<file path="src/rtl/i2c_rx_sched_if.sv">
`default_nettype none
// ============================================================================
//  Module      : i2c_rx_sched_if
//  Description : Requester-side and engine-side signal bundle of i2c_rx_sched.
//  Revision    : 1.0  initial release
// ============================================================================
interface i2c_rx_sched_if #(
    parameter int NUM_REQ = 2
);
    logic [NUM_REQ-1:0]    i_req;
    logic [16*NUM_REQ-1:0] i_add_sla;
    logic [2*NUM_REQ-1:0]  i_len_add;
    logic [3*NUM_REQ-1:0]  i_num_by;
    logic [NUM_REQ-1:0]    o_gnt;
    logic [NUM_REQ-1:0]    o_done;
    logic [63:0]           o_rdata;
    logic                  o_nack;
    logic                  o_err;
    logic                  o_timeout;
    logic                  o_m_en;
    logic                  o_m_start;
    logic [1:0]            o_m_len_add;
    logic [2:0]            o_m_num_by;
    logic [15:0]           o_m_add_sla;
    logic [4:0]            o_m_sem_lo;
    logic                  i_m_rs;
    logic                  i_m_err;
    logic                  i_m_detect;
    logic [63:0]           i_m_data;

    modport slave (
        input  i_req, i_add_sla, i_len_add, i_num_by,
        input  i_m_rs, i_m_err, i_m_detect, i_m_data,
        output o_gnt, o_done, o_rdata, o_nack, o_err, o_timeout,
        output o_m_en, o_m_start, o_m_len_add, o_m_num_by, o_m_add_sla, o_m_sem_lo
    );

    modport master (
        output i_req, i_add_sla, i_len_add, i_num_by,
        output i_m_rs, i_m_err, i_m_detect, i_m_data,
        input  o_gnt, o_done, o_rdata, o_nack, o_err, o_timeout,
        input  o_m_en, o_m_start, o_m_len_add, o_m_num_by, o_m_add_sla, o_m_sem_lo
    );
endinterface
`default_nettype wire

</file>
<file path="src/rtl/i2c_rx_sched.sv">
`default_nettype none
// ============================================================================
//  Module      : i2c_rx_sched
//  Description : Round-robin scheduler sharing one I2C master-receive engine.
//  Revision    : 1.0  initial release
// ============================================================================
module i2c_rx_sched #(
    parameter int NUM_REQ = 2,
    parameter int SEM_LO  = 5,
    parameter int TIMEOUT = 65535
) (
    input  logic          i_clk,
    input  logic          i_rst_n,
    i2c_rx_sched_if.slave bus
);
    localparam int c_ptr_w = (NUM_REQ > 1) ? $clog2(NUM_REQ) : 1;
    localparam int c_cnt_w = $clog2(TIMEOUT + 1);
    localparam logic [c_cnt_w-1:0] c_timeout = c_cnt_w'(TIMEOUT);
    localparam logic [c_cnt_w-1:0] c_cnt_max = '1;
    localparam logic [c_ptr_w-1:0] c_last    = c_ptr_w'(NUM_REQ - 1);

    typedef enum logic [2:0] {
        ST_IDLE, ST_LAUNCH, ST_WAIT_RS, ST_RELEASE, ST_ABORT, ST_DONE
    } state_t;

    state_t               r_state, w_state_nxt;
    logic [c_ptr_w-1:0]   r_ptr, r_idx;
    logic [NUM_REQ-1:0]   r_gnt, r_done;
    logic [63:0]          r_rdata, r_cap;
    logic                 r_nack, r_err, r_timeout, r_cap_nack, r_sticky;
    logic                 r_m_en, r_m_start;
    logic [1:0]           r_m_len_add;
    logic [2:0]           r_m_num_by;
    logic [15:0]          r_m_add_sla;
    logic [c_cnt_w-1:0]   r_cnt;
    logic [1:0]           r_rel_cnt;
    logic                 r_ab_cnt;

    logic                 w_any;
    logic [c_ptr_w-1:0]   w_pick;
    logic [NUM_REQ-1:0]   w_gnt_oh;
    logic [15:0]          w_sla;
    logic [1:0]           w_len;
    logic [2:0]           w_num;

    // Scan offsets from the pointer outward; the first requester hit wins.
    always_comb begin
        w_any    = 1'b0;
        w_pick   = '0;
        w_gnt_oh = '0;
        w_sla    = '0;
        w_len    = '0;
        w_num    = '0;
        for (int i = 0; i < NUM_REQ; i++) begin
            for (int k = 0; k < NUM_REQ; k++) begin
                if (!w_any && bus.i_req[k] &&
                    ((int'(r_ptr) + i == k) || (int'(r_ptr) + i == k + NUM_REQ))) begin
                    w_any       = 1'b1;
                    w_pick      = c_ptr_w'(k);
                    w_gnt_oh[k] = 1'b1;
                    w_sla       = bus.i_add_sla[16*k +: 16];
                    w_len       = bus.i_len_add[2*k +: 2];
                    w_num       = bus.i_num_by[3*k +: 3];
                end
            end
        end
    end

    always_ff @(posedge i_clk or posedge i_rst_n) begin
        if (i_rst_n) begin
            r_state <= ST_IDLE;
        end else begin
            r_state <= w_state_nxt;
        end
    end

    always_comb begin
        w_state_nxt = r_state;
        case (r_state)
            ST_IDLE:    if (w_any) w_state_nxt = ST_LAUNCH;
            ST_LAUNCH:  w_state_nxt = ST_WAIT_RS;
            ST_WAIT_RS: begin
                if (bus.i_m_rs)              w_state_nxt = ST_RELEASE;
                else if (r_cnt == c_timeout) w_state_nxt = ST_ABORT;
            end
            ST_RELEASE: begin
                if (!bus.i_m_rs)             w_state_nxt = ST_DONE;
                else if (r_rel_cnt == 2'd3)  w_state_nxt = ST_ABORT;
            end
            ST_ABORT:   if (r_ab_cnt) w_state_nxt = ST_DONE;
            ST_DONE:    w_state_nxt = ST_IDLE;
            default:    w_state_nxt = ST_IDLE;
        endcase
    end

    // Per-state work first; state-entry actions below take precedence.
    always_ff @(posedge i_clk or posedge i_rst_n) begin
        if (i_rst_n) begin
            r_ptr       <= '0;
            r_idx       <= '0;
            r_gnt       <= '0;
            r_done      <= '0;
            r_rdata     <= '0;
            r_cap       <= '0;
            r_nack      <= 1'b0;
            r_err       <= 1'b0;
            r_timeout   <= 1'b0;
            r_cap_nack  <= 1'b0;
            r_sticky    <= 1'b0;
            r_m_en      <= 1'b1;
            r_m_start   <= 1'b0;
            r_m_len_add <= '0;
            r_m_num_by  <= '0;
            r_m_add_sla <= '0;
            r_cnt       <= '0;
            r_rel_cnt   <= '0;
            r_ab_cnt    <= 1'b0;
        end else begin
            case (r_state)
                ST_IDLE: begin
                    if (w_any) begin
                        r_idx       <= w_pick;
                        r_gnt       <= w_gnt_oh;
                        r_m_add_sla <= w_sla;
                        r_m_len_add <= w_len;
                        r_m_num_by  <= w_num;
                    end
                end
                ST_LAUNCH: begin
                    r_m_start  <= 1'b1;
                    r_cnt      <= '0;
                    r_sticky   <= 1'b0;
                    r_cap      <= '0;
                    r_cap_nack <= 1'b0;
                end
                ST_WAIT_RS: begin
                    r_sticky <= r_sticky | bus.i_m_err;
                    if (r_cnt != c_cnt_max) r_cnt <= r_cnt + 1'b1;
                    if (bus.i_m_rs) begin
                        r_cap      <= bus.i_m_data;
                        r_cap_nack <= ~bus.i_m_detect;
                    end
                end
                ST_RELEASE: r_rel_cnt <= r_rel_cnt + 2'd1;
                ST_ABORT:   r_ab_cnt  <= 1'b1;
                ST_DONE: begin
                    r_done <= '0;
                    r_ptr  <= (r_idx == c_last) ? '0 : r_idx + 1'b1;
                end
                default: ;
            endcase

            if (w_state_nxt == ST_RELEASE && r_state != ST_RELEASE) begin
                r_m_start <= 1'b0;
                r_rel_cnt <= '0;
            end
            if (w_state_nxt == ST_ABORT && r_state != ST_ABORT) begin
                r_m_start <= 1'b0;
                r_m_en    <= 1'b0;
                r_ab_cnt  <= 1'b0;
            end
            // Results are published together so they stay coherent until the next done.
            if (w_state_nxt == ST_DONE && r_state != ST_DONE) begin
                r_m_en    <= 1'b1;
                r_done    <= r_gnt;
                r_gnt     <= '0;
                r_err     <= r_sticky;
                r_timeout <= (r_state == ST_ABORT);
                r_nack    <= (r_state == ST_ABORT) ? 1'b0 : r_cap_nack;
                r_rdata   <= (r_state == ST_ABORT) ? '0 : r_cap;
            end
        end
    end

    assign bus.o_gnt       = r_gnt;
    assign bus.o_done      = r_done;
    assign bus.o_rdata     = r_rdata;
    assign bus.o_nack      = r_nack;
    assign bus.o_err       = r_err;
    assign bus.o_timeout   = r_timeout;
    assign bus.o_m_en      = r_m_en;
    assign bus.o_m_start   = r_m_start;
    assign bus.o_m_len_add = r_m_len_add;
    assign bus.o_m_num_by  = r_m_num_by;
    assign bus.o_m_add_sla = r_m_add_sla;
    assign bus.o_m_sem_lo  = 5'(SEM_LO);
endmodule
`default_nettype wire

</file>
<file path="src/flat_wrapper.sv">
// flat-port wrapper written by rule: the top's interface ports become plain ports
module i2c_rx_sched_flat 
#(
    parameter int NUM_REQ = 2,
    parameter int SEM_LO  = 5,
    parameter int TIMEOUT = 65535
)
  (i_clk, i_rst_n, bus_i_req, bus_i_add_sla, bus_i_len_add, bus_i_num_by, bus_i_m_rs, bus_i_m_err, bus_i_m_detect, bus_i_m_data, bus_o_gnt, bus_o_done, bus_o_rdata, bus_o_nack, bus_o_err, bus_o_timeout, bus_o_m_en, bus_o_m_start, bus_o_m_len_add, bus_o_m_num_by, bus_o_m_add_sla, bus_o_m_sem_lo);
  i2c_rx_sched_if #(.NUM_REQ(NUM_REQ)) bus_i ();
  input  logic i_clk;
  input  logic i_rst_n;
  input wire logic [$bits(bus_i.i_req)-1:0] bus_i_req;
  input wire logic [$bits(bus_i.i_add_sla)-1:0] bus_i_add_sla;
  input wire logic [$bits(bus_i.i_len_add)-1:0] bus_i_len_add;
  input wire logic [$bits(bus_i.i_num_by)-1:0] bus_i_num_by;
  input wire logic [$bits(bus_i.i_m_rs)-1:0] bus_i_m_rs;
  input wire logic [$bits(bus_i.i_m_err)-1:0] bus_i_m_err;
  input wire logic [$bits(bus_i.i_m_detect)-1:0] bus_i_m_detect;
  input wire logic [$bits(bus_i.i_m_data)-1:0] bus_i_m_data;
  output wire logic [$bits(bus_i.o_gnt)-1:0] bus_o_gnt;
  output wire logic [$bits(bus_i.o_done)-1:0] bus_o_done;
  output wire logic [$bits(bus_i.o_rdata)-1:0] bus_o_rdata;
  output wire logic [$bits(bus_i.o_nack)-1:0] bus_o_nack;
  output wire logic [$bits(bus_i.o_err)-1:0] bus_o_err;
  output wire logic [$bits(bus_i.o_timeout)-1:0] bus_o_timeout;
  output wire logic [$bits(bus_i.o_m_en)-1:0] bus_o_m_en;
  output wire logic [$bits(bus_i.o_m_start)-1:0] bus_o_m_start;
  output wire logic [$bits(bus_i.o_m_len_add)-1:0] bus_o_m_len_add;
  output wire logic [$bits(bus_i.o_m_num_by)-1:0] bus_o_m_num_by;
  output wire logic [$bits(bus_i.o_m_add_sla)-1:0] bus_o_m_add_sla;
  output wire logic [$bits(bus_i.o_m_sem_lo)-1:0] bus_o_m_sem_lo;
  assign bus_i.i_req = bus_i_req;
  assign bus_i.i_add_sla = bus_i_add_sla;
  assign bus_i.i_len_add = bus_i_len_add;
  assign bus_i.i_num_by = bus_i_num_by;
  assign bus_i.i_m_rs = bus_i_m_rs;
  assign bus_i.i_m_err = bus_i_m_err;
  assign bus_i.i_m_detect = bus_i_m_detect;
  assign bus_i.i_m_data = bus_i_m_data;
  assign bus_o_gnt = bus_i.o_gnt;
  assign bus_o_done = bus_i.o_done;
  assign bus_o_rdata = bus_i.o_rdata;
  assign bus_o_nack = bus_i.o_nack;
  assign bus_o_err = bus_i.o_err;
  assign bus_o_timeout = bus_i.o_timeout;
  assign bus_o_m_en = bus_i.o_m_en;
  assign bus_o_m_start = bus_i.o_m_start;
  assign bus_o_m_len_add = bus_i.o_m_len_add;
  assign bus_o_m_num_by = bus_i.o_m_num_by;
  assign bus_o_m_add_sla = bus_i.o_m_add_sla;
  assign bus_o_m_sem_lo = bus_i.o_m_sem_lo;
  i2c_rx_sched #(.NUM_REQ(NUM_REQ), .SEM_LO(SEM_LO), .TIMEOUT(TIMEOUT)) u_core (.i_clk(i_clk), .i_rst_n(i_rst_n), .bus(bus_i));
endmodule
</file>
<file path="config.mk">
export PLATFORM = sky130hd
export DESIGN_NAME = i2c_rx_sched_flat
export DESIGN_NICKNAME = d
export VERILOG_FILES = /design/src/rtl/i2c_rx_sched_if.sv /design/src/rtl/i2c_rx_sched.sv /design/src/flat_wrapper.sv
export SDC_FILE = /design/constraint.sdc
export NUM_CORES = 1
export LEC_CHECK = 0
export CELL_PAD_IN_SITES_DETAIL_PLACEMENT = 0
export CELL_PAD_IN_SITES_GLOBAL_PLACEMENT = 1
export CORE_MARGIN = 2
export CORE_UTILIZATION = 30
export DETAILED_ROUTE_END_ITERATION = 6
export GPL_TIMING_DRIVEN = 0
export PLACE_DENSITY_LB_ADDON = 0.25
export SYNTH_ARGS = -nofsm -noshare
export SYNTH_HDL_FRONTEND = slang
export SYNTH_SLANG_ARGS = --single-unit
</file>
<file path="constraint.sdc">
create_clock -name i_clk -period 17.55 [get_ports i_clk]
set_input_delay 3.51 -clock i_clk [delete_from_list [all_inputs] [get_ports i_clk]]
set_output_delay 3.51 -clock i_clk [all_outputs]
set_load 0.02 [all_outputs]
</file>
# [Word level (Yosys, flattened, before mapping)]
# Index checks and enable logic that the tools add are counted.
[totals] input_bits=113 elab_cells=127 register_bits=184 out_inout_bits=99
[classes] bitwise=2 muxes=52 n_eq_ne=19 n_reduce_logical=30 addsub=4
[ops] cell="two-way mux 64 bit" n=2
[ops] cell="one-hot mux 64 bit (2 select lines)" n=1
[ops] cell="two-way mux 16 bit" n=5
[ops] cell="equality test 32 x 3 -> 1 bit, second input constant" n=2
[ops] cell="zero test 32 bit" n=2
[ops] cell="equality test 32 x 2 -> 1 bit, second input constant" n=1
[ops] cell="one-hot mux 16 bit (2 select lines)" n=1
[ops] cell="two-way mux 3 bit" n=10
[ops] cell="two-way mux 2 bit" n=11
[ops] cell="two-way mux 1 bit" n=19
[ops] cell="adder 16 x 1 -> 16 bit, second input constant" n=1
[ops] cell="equality test 16 bit, second input constant" n=1
[ops] cell="!= test 16 bit, second input constant" n=1
[ops] cell="one-hot mux 3 bit (5 select lines)" n=1
[ops] cell="nonzero test 2 bit" n=7
[ops] cell="equality test 3 bit, second input constant" n=4
[ops] cell="logical AND 1 bit" n=10
[ops] cell="equality test 3 x 2 -> 1 bit, second input constant" n=3
[ops] cell="AND reduction 2 bit" n=4
[ops] cell="!= test 3 bit, second input constant" n=2
[ops] cell="one-hot mux 1 bit (2 select lines)" n=2
[ops] cell="equality test 3 x 1 -> 1 bit, second input constant" n=1
[ops] cell="zero test 1 bit" n=3
[ops] cell="zero test 3 bit" n=1
[ops] cell="other kinds (11)" n=12

# [Logic depth before layout (Yosys ltp)]
# Gate-level depths: netlist of the first run.
[logic_depth] depth_word=21 mapped_depth=9 depth_no_buf=7

# [Worst setup path after synthesis of the first run]
# No wires, ideal clock.
[synth_path] path_type="input to register" from="in bus_i_m_rs" to="reg u_core.r_err (netlist: u_core.bus.o_err)" stages=6 arrival_ns=4.719 slack_ns=12.707 setup_ns=0.125 path_buffers=1 path_cell_list="and3_1 o32ai_2 a21oi_1 buf_2 nor2_2 mux2_2"
[synth_via] elab_chain_cells=4 word_cells_on_any_way=5 cone_classes="eq/ne (1); mux (3); reduce/logical (1)"
[synth_rtl] item="start, declared" line_no="flat_wrapper.sv:16" text="input wire logic [$bits(bus_i.i_m_rs)-1:0] bus_i_m_rs;"
[synth_rtl] item="two-way mux 3 bit, on equally long branches" line_no="i2c_rx_sched.sv:87, i2c_rx_sched.sv:83"
[synth_rtl] item="one-hot mux 3 bit (5 select lines) *" line_no="i2c_rx_sched.sv:79" text="case (r_state)"
[synth_rtl] item="equality test 3 bit *" line_no="i2c_rx_sched.sv:163" text="if (w_state_nxt == ST_DONE && r_state != ST_DONE) begin"
[synth_rtl] item="logical AND 1 bit *" line_no="i2c_rx_sched.sv:163"
[synth_rtl] item="end signal, assigned" line_no="i2c_rx_sched.sv:167" text="r_err <= r_sticky;"
[synth_rtl] item="end, declared" line_no="i2c_rx_sched.sv:30" text="logic r_nack, r_err, r_timeout, r_cap_nack, r_sticky;"
# Every way passes the cells marked *; elsewhere a longest branch is shown, timed or not.
# A chain may end at the register's enable or synchronous reset.

# [Worst setup path in the final report of the first run]
[layout_path] from="in bus_i_m_rs" to="reg u_core.r_rdata[34] (netlist: u_core.bus.o_rdata[34])"
[layout_via] elab_chain_cells=4 word_cells_on_any_way=5 cone_classes="eq/ne (1); mux (3); reduce/logical (1)"
[layout_rtl] item="two-way mux 3 bit, on equally long branches" line_no="i2c_rx_sched.sv:87, i2c_rx_sched.sv:83"
[layout_rtl] item="one-hot mux 3 bit (5 select lines) *" line_no="i2c_rx_sched.sv:79"
[layout_rtl] item="equality test 3 bit *" line_no="i2c_rx_sched.sv:163"
[layout_rtl] item="logical AND 1 bit *" line_no="i2c_rx_sched.sv:163"
[layout_rtl] item="end signal, assigned" line_no="i2c_rx_sched.sv:170" text="r_rdata <= (r_state == ST_ABORT) ? '0 : r_cap;"
[layout_rtl] item="end, declared" line_no="i2c_rx_sched.sv:29" text="logic [63:0] r_rdata, r_cap;"
# Marked as above.

==> metrics.txt, run 1 <==
Comb power frac=0.457; H-tree depth=4; initial drt markers=about 380; Layout Utilization=0.425; DRC=0; initial antenna violation count=2; CP Buf/Inv Count=3; P per Cell Area=between 150 and 200 nW/um^2; Period minus WS final=approximately 5.6 ns; die footprint=roughly 27000 um^2; Slew @ Worst Pin=just under 1 ns; Max Freq=180 MHz; flops & latches, synth=184; TritonRoute pass-1 iters=5; clock buffer depth=2; CP top delay family=buffers and inverters; global route overflow=0; CTS tree=done; critical path type=primary input to register; CP Launch Type=primary input; setup bufs post-CTS=0; Setup TNS=0 ns; wire length of the first global-routing pass=roughly 36 mm; Root Driver=clkbuf_16; post-route ant nets=0; I/O pin total=about 210; CTS Sinks=approximately 180; WL final=between 20 and 25 mm; GR Util All Layers=0.171; critical path endpoint category=register; fin crit share=0.317; GPL Wtd Cong=between 0.7 and 0.8; largest net degree at the start of global routing=approximately 120; Post-Synthesis Cell Area=7800 um^2; crit-path max FO=10; min-delay worst type=register to register; placed instance area=approximately 10000 um^2; Area Growth Syn to Fin=40.3%; Cells after Synth=between 800 and 900; Final #Nets=about 1.2k; slowest CP cell=clkdlybuf4s50_1; switching share of total power=0.414; Clock power frac=0.208; VDD IR max=0.0677 mV; Ys Warns=0; HPWL Detailed=16.4 mm; die width=between 150 and 200 um; Core Area=25800 um^2; leakage=4.60 nW; Sequential Power Share=0.335; FP Rows=approximately 60; Finished Cell Area=around 11000 um^2; worst-path cell chain=clkdlybuf4s50_1 > and3_1 > o32ai_2 > a21oi_1 > buf_2 > clkbuf_1 > o21ai_0 > o21ai_1; final hold violation count=0; Routed WL per cell=between 15 and 20 um; count of different cell masters after synthesis=53; clock skew=roughly 0.0098 ns; Worst slew margin=0.349; Seq/Total Area, Yosys=0.590; WP data required=between 15 and 20 ns; WP data arrival=5.92 ns; Post-CTS Resized=0; vias in the first global route=around 6.5k; Skew-Pair Late Insertion Delay=between 0.4 and 0.5 ns; RSZ-0062 raised after global routing=no; starting density of the core=0.303; status=finished clean; DR vias=6607; Finish-stage setup viols=0; critical path's largest stage delay=between 0.6 and 0.7 ns; Max Cap Viol=0; layout cell share with drive strength beyond 1=0.0617; most frequent cells in the layout=nand2_1 (218), clkdlybuf4s50_1 (206), dfrtp_1 (183), o21ai_0 (177), clkbuf_1 (46); Reg clk slew, reported paths=~0.07 ns; CTS Buf Count=17; vias per cell=~4.7; Pint=roughly 0.0011 W; syn avg cell area=roughly 9.4 um^2; most common cell after layout, fill and taps aside=nand2_1; Net Switching=a little over 0.0008 W; final max-slew violation count=0; hold buffer count at CTS=0; number of buffers added on ports=between 200 and 250; Die H=~170 um
==> final timing paths <==
check                                       endpoint  cells past startpoint  slack (ns)              start
min                                     u_core.r_idx                      1        0.48       u_core.r_idx
max reg2reg                          u_core.r_cap[9]                      6       14.79  u_core.r_state[2]
max in group asynchronous      u_core.bus.o_rdata[4]                      3       13.05            i_rst_n
min in group asynchronous  u_core.bus.o_m_add_sla[0]                      2        3.53            i_rst_n
max                           u_core.bus.o_rdata[34]                      8       11.99         bus_i_m_rs
min reg2reg                             u_core.r_idx                      1        0.48       u_core.r_idx
==> power groups by stage <==
stage | Combinational [W] | Sequential, W | Clock (W)
after floorplan | 0.000383 | 0.000766 | 0
after global placement | 0.000901 | 0.000662 | 0
after detailed placement | 0.000911 | 0.000662 | 0
after CTS | 0.000911 | 0.000656 | 0.000415
after global routing | 0.000994 | 0.000673 | 0.000434
final | 0.000894 | 0.000655 | 0.000406
==> layout make-up <==
type | count | area, um^2
fillers | 2600 | 14800
flip-flops and latches | 184 | 4610
multi-input cells | 566 | 2820
repair buffers | 207 | 2090
clock buffers | 19 | 453
well taps | 335 | 419
plain buffers | 68 | 334
clock inverters | 12 | 164
inverters | 14 | 65.1
diodes | 1 | 2.50
==> stage by stage <==
stage | power, W | setup WS [ns] | cells | hold slack [ns]
floorplan | 0.00115 | 9.04 | 832 | 0.438
global placement | 0.00156 | 6.21 | 1373 | 0.461
detailed placement | 0.00157 | 11.46 | 1374 | 0.468
CTS | 0.00198 | 11.89 | 1405 | 0.484
global route | 0.00210 | 11.72 | 1405 | 0.504
finish | 0.00195 | 11.99 | 1406 | 0.477
==> cells by family (layout without fill, tap and decap cells) <==
logic type	count (synthesis)	after routing	synth area share
compound gates	269	269	0.192
xor+xnor	10	10	0.0112
fa+ha+maj	2	2	0.00321
buf+inv	82	320	0.0502
flops	184	184	0.590
mux	1	1	0.00144
other cells	2	6	0.000962
simple gates	279	279	0.151
==> state kept, by name (all words and copies together), names as in the netlist <==
name                    cells
u_core.bus.o_err            1
u_core.r_cap               64
u_core.r_idx                1
u_core.r_ab_cnt             1
u_core.bus.o_nack           1
u_core.bus.o_m_add_sla     16
u_core.bus.o_m_len_add      2
u_core.r_sticky             1
u_core.bus.o_m_num_by       3
u_core.bus.o_rdata         64
u_core.bus.o_done           2
u_core.r_ptr                1
u_core.r_state              3
u_core.bus.o_m_en           1
u_core.r_cap_nack           1
u_core.bus.o_gnt            2
u_core.bus.o_timeout        1
u_core.r_rel_cnt            2
u_core.bus.o_m_start        1
u_core.r_cnt               16
==> synthesized netlist by cell type, drive strengths merged <==
| library cell | count | share of area |
|---|---|---|
| a21boi | 2 | 0.0019 |
| a21o | 1 | 0.00096 |
| a21oi | 7 | 0.0045 |
| a221oi | 1 | 0.0011 |
| a222oi | 9 | 0.012 |
| a22o | 1 | 0.0011 |
| a22oi | 12 | 0.012 |
| a311oi | 1 | 0.0011 |
| a31oi | 4 | 0.0032 |
| and2 | 4 | 0.0032 |
| and3 | 2 | 0.0016 |
| and4 | 2 | 0.0026 |
| buf | 18 | 0.018 |
| clkbuf | 50 | 0.025 |
| clkinv | 1 | 0.0011 |
| conb | 2 | 0.00096 |
| dfrtp | 183 | 0.59 |
| dfstp | 1 | 0.0034 |
| ha | 2 | 0.0032 |
| inv | 13 | 0.0063 |
| mux2 | 1 | 0.0014 |
| nand2 | 219 | 0.11 |
| nand2b | 1 | 0.00080 |
| nand3 | 10 | 0.0064 |
| nand3b | 1 | 0.00096 |
| nand4 | 3 | 0.0043 |
| nor2 | 21 | 0.010 |
| nor2b | 5 | 0.0040 |
| nor3 | 2 | 0.0013 |
| nor3b | 2 | 0.0019 |
| o2111ai | 3 | 0.0034 |
| o211ai | 4 | 0.0038 |
| o21a | 1 | 0.00096 |
| o21ai | 219 | 0.14 |
| o31ai | 2 | 0.0019 |
| o32ai | 1 | 0.0021 |
| o41a | 1 | 0.0027 |
| or2 | 1 | 0.00080 |
| or3 | 2 | 0.0016 |
| or3b | 3 | 0.0034 |
| or4 | 1 | 0.00096 |
| xor2 | 10 | 0.011 |
==> routing by layer <==
layer  up-vias  GRT usage  share of wire
li1       3270          -              -
met2       150      0.268           0.46
met3        24     0.0407          0.052
met5         -          0        0.00056
met4         2     0.0513          0.017
met1      3161      0.237           0.47
No activity file was read; power rests on OpenSTA's default activity.
==> inputs of run 2 (changes only) <==
- clock period: 17.55 -> 4.63 ns (I/O delays scaled with it)
==> run 2 against run 1 <==
Net effect:
- cell count grew 0.36%
- clock skew grew 0.0047 ns
- flip-flop and latch count unchanged
- combinational power grew to 3.8 times the previous value
- sequential power grew to 3.8 times the previous value
- count of clock-buffer cells in the layout shrank 1
- register-to-register slack worse by 13 ns
- total power grew to 3.8 times the previous value
==> metrics.txt, run 2 (same netlist as run 1, synthesis figures left out) <==
status=finished clean (unchanged); R2R depth=7 (was 6); hold path start=u_core.r_idx (unchanged); clock buffer depth=2 (unchanged); DR vias=6635 (was 6607); Finish-stage setup viols=0 (unchanged); Area Growth Syn to Fin=41.2% (was 40.3%); Period minus WS final=about 3.0 ns; Core Area=25800 um^2 (unchanged); Final #Nets=1177 (was 1173); Finished Cell Area=11000 um^2 (about the same); Post-CTS Resized=0 (unchanged); DRC=0 (unchanged); HPWL Detailed=16.7 mm (was 16.4 mm); WP data arrival=3.39 ns (was 5.92 ns); clock skew=0.0145 ns (was 0.00978 ns); initial drt markers=323 (was 375); CTS tree=done (unchanged); Inst Count DP=1378 (was 1374); number of buffers added on ports=206 (unchanged); CTS Sinks=184 (unchanged); die width=165 um (unchanged); fillers=2586 (was 2600); min-delay worst type=register to register (unchanged); Max Freq=approximately 330 MHz; R2R setup slack=1.87 ns (was 14.79 ns); P per Cell Area=672 nW/um^2 (was 178 nW/um^2); Worst slew margin=0.371 (was 0.349); critical path endpoint category=register (unchanged); starting density of the core=0.303 (unchanged); Slew @ Worst Pin=0.942 ns (was 0.975 ns); CP Launch Type=primary input (unchanged); initial antenna violation count=3 (was 2); WL final=22.9 mm (was 23.0 mm); CTS Buf Count=17 (unchanged); most frequent cells in the layout=nand2_1 (218), clkdlybuf4s50_1 (206), dfrtp_1 (183), o21ai_0 (177), clkbuf_1 (46) (unchanged); Die H=165 um (unchanged); GPL Wtd Cong=0.766 (was 0.773); critical path type=primary input to register (unchanged); Max Cap Viol=0 (unchanged); most common cell after layout, fill and taps aside=nand2_1 (unchanged); final std cells w/o fill=1411 (was 1406); placed instance area=10400 um^2 (was 10300 um^2); I/O pin total=212 (unchanged); setup bufs post-CTS=0 (unchanged); layout cell share with drive strength beyond 1=0.0660 (was 0.0617); die footprint=27300 um^2 (unchanged); largest net degree at the start of global routing=40 (was 122); post-route ant nets=0 (unchanged); TritonRoute pass-1 iters=5 (unchanged); Routed WL per cell=16.2 um (was 16.4 um); final hold violation count=0 (unchanged); H-tree depth=4 (unchanged); FP Rows=59 (unchanged); RSZ-0062 raised after global routing=no (unchanged); Root Driver=clkbuf_16 (unchanged); WP data required=4.99 ns (was 17.91 ns); vias in the first global route=6623 (was 6548); global route overflow=0 (unchanged); crit-path max FO=10 (unchanged); leakage=4.63 nW (was 4.60 nW); vias per cell=4.70 (about the same); Reg clk slew, reported paths=0.07 ns (about the same); worst flop-to-flop path startpoint=u_core.r_state[2] (unchanged); CP Launch Point=bus_i_m_rs (unchanged); Skew-Pair Late Insertion Delay=0.44 ns (was 0.43 ns); wire length of the first global-routing pass=36.1 mm (was 35.8 mm); hold buffer count at CTS=0 (unchanged); VDD IR max=0.260 mV (was 0.0677 mV); final max-slew violation count=0 (unchanged); worst hold path cell count=1 (unchanged); GR Util All Layers=0.172 (was 0.171); fin crit share=0.654
-- run 2: stage by stage --
step / total power (W) / util / hold WS, ns / setup slack [ns] / TNS, ns
CTS: 0.00752 / 0.428 / 0.487 / 1.55 / 0
detailed placement: 0.00597 / 0.404 / 0.470 / 1.09 / 0
finish: 0.00741 / 0.428 / 0.480 / 1.60 / 0
global placement: 0.00591 / 0.400 / 0.460 / -0.402 / -70.26
floorplan: 0.00436 / - / 0.438 / 1.34 / 0
global route: 0.00798 / 0.428 / 0.502 / 1.34 / 0
-- run 2: final timing paths --
kind	end
max in group asynchronous	u_core.bus.o_m_en
hold / removal	u_core.r_ptr
hold reg to reg	u_core.r_ptr
min in group asynchronous	u_core.r_cnt[15]
setup reg to reg	u_core.r_cap[63]
setup / recovery	u_core.bus.o_rdata[35]
-- run 2: final cells by class --
cell class | count | area [um^2] | share of cell area
Inverter | 14 | 61.3 | 0.00556
Antenna cell | 1 | 2.50 | 0.000227
Sequential cell | 184 | 4610 | 0.418
Tap cell | 335 | 419 | 0.0380
Timing Repair Buffer | 211 | 2160 | 0.196
Multi-Input combinational cell | 566 | 2820 | 0.256
Clock buffer | 18 | 439 | 0.0398
Buffer | 68 | 334 | 0.0303
Clock inverter | 14 | 180 | 0.0163
-- run 2: worst max-delay path, cell delays in order --
cell	delay, ns
clkdlybuf4s50_1	0.67
and3_1	0.23
o32ai_2	0.10
a21oi_1	0.48
buf_2	0.35
clkbuf_1	0.38
o21ai_0	0.16
o21ai_1	0.09
-- run 2: report_power, final --
| group | switching [W] | leakage [nW] | internal [W] |
|---|---|---|---|
| Combinational | 0.00209 | 1.88 | 0.00130 |
| Clock | 0.000698 | 0.299 | 0.000838 |
| Sequential | 0.000313 | 2.45 | 0.00217 |
| Total | 0.00310 | 4.63 | 0.00430 |
-- run 2: per-layer routing --
metal / vias up / GRT usage / share of wire / wire (um)
met3: 29 / 0.0390 / 0.051 / 1170
li1: 3282 / - / - / -
met2: 146 / 0.274 / 0.47 / 10800
met5: - / 0 / 0.0012 / 27
met1: 3174 / 0.230 / 0.46 / 10400
met4: 4 / 0.0607 / 0.021 / 471
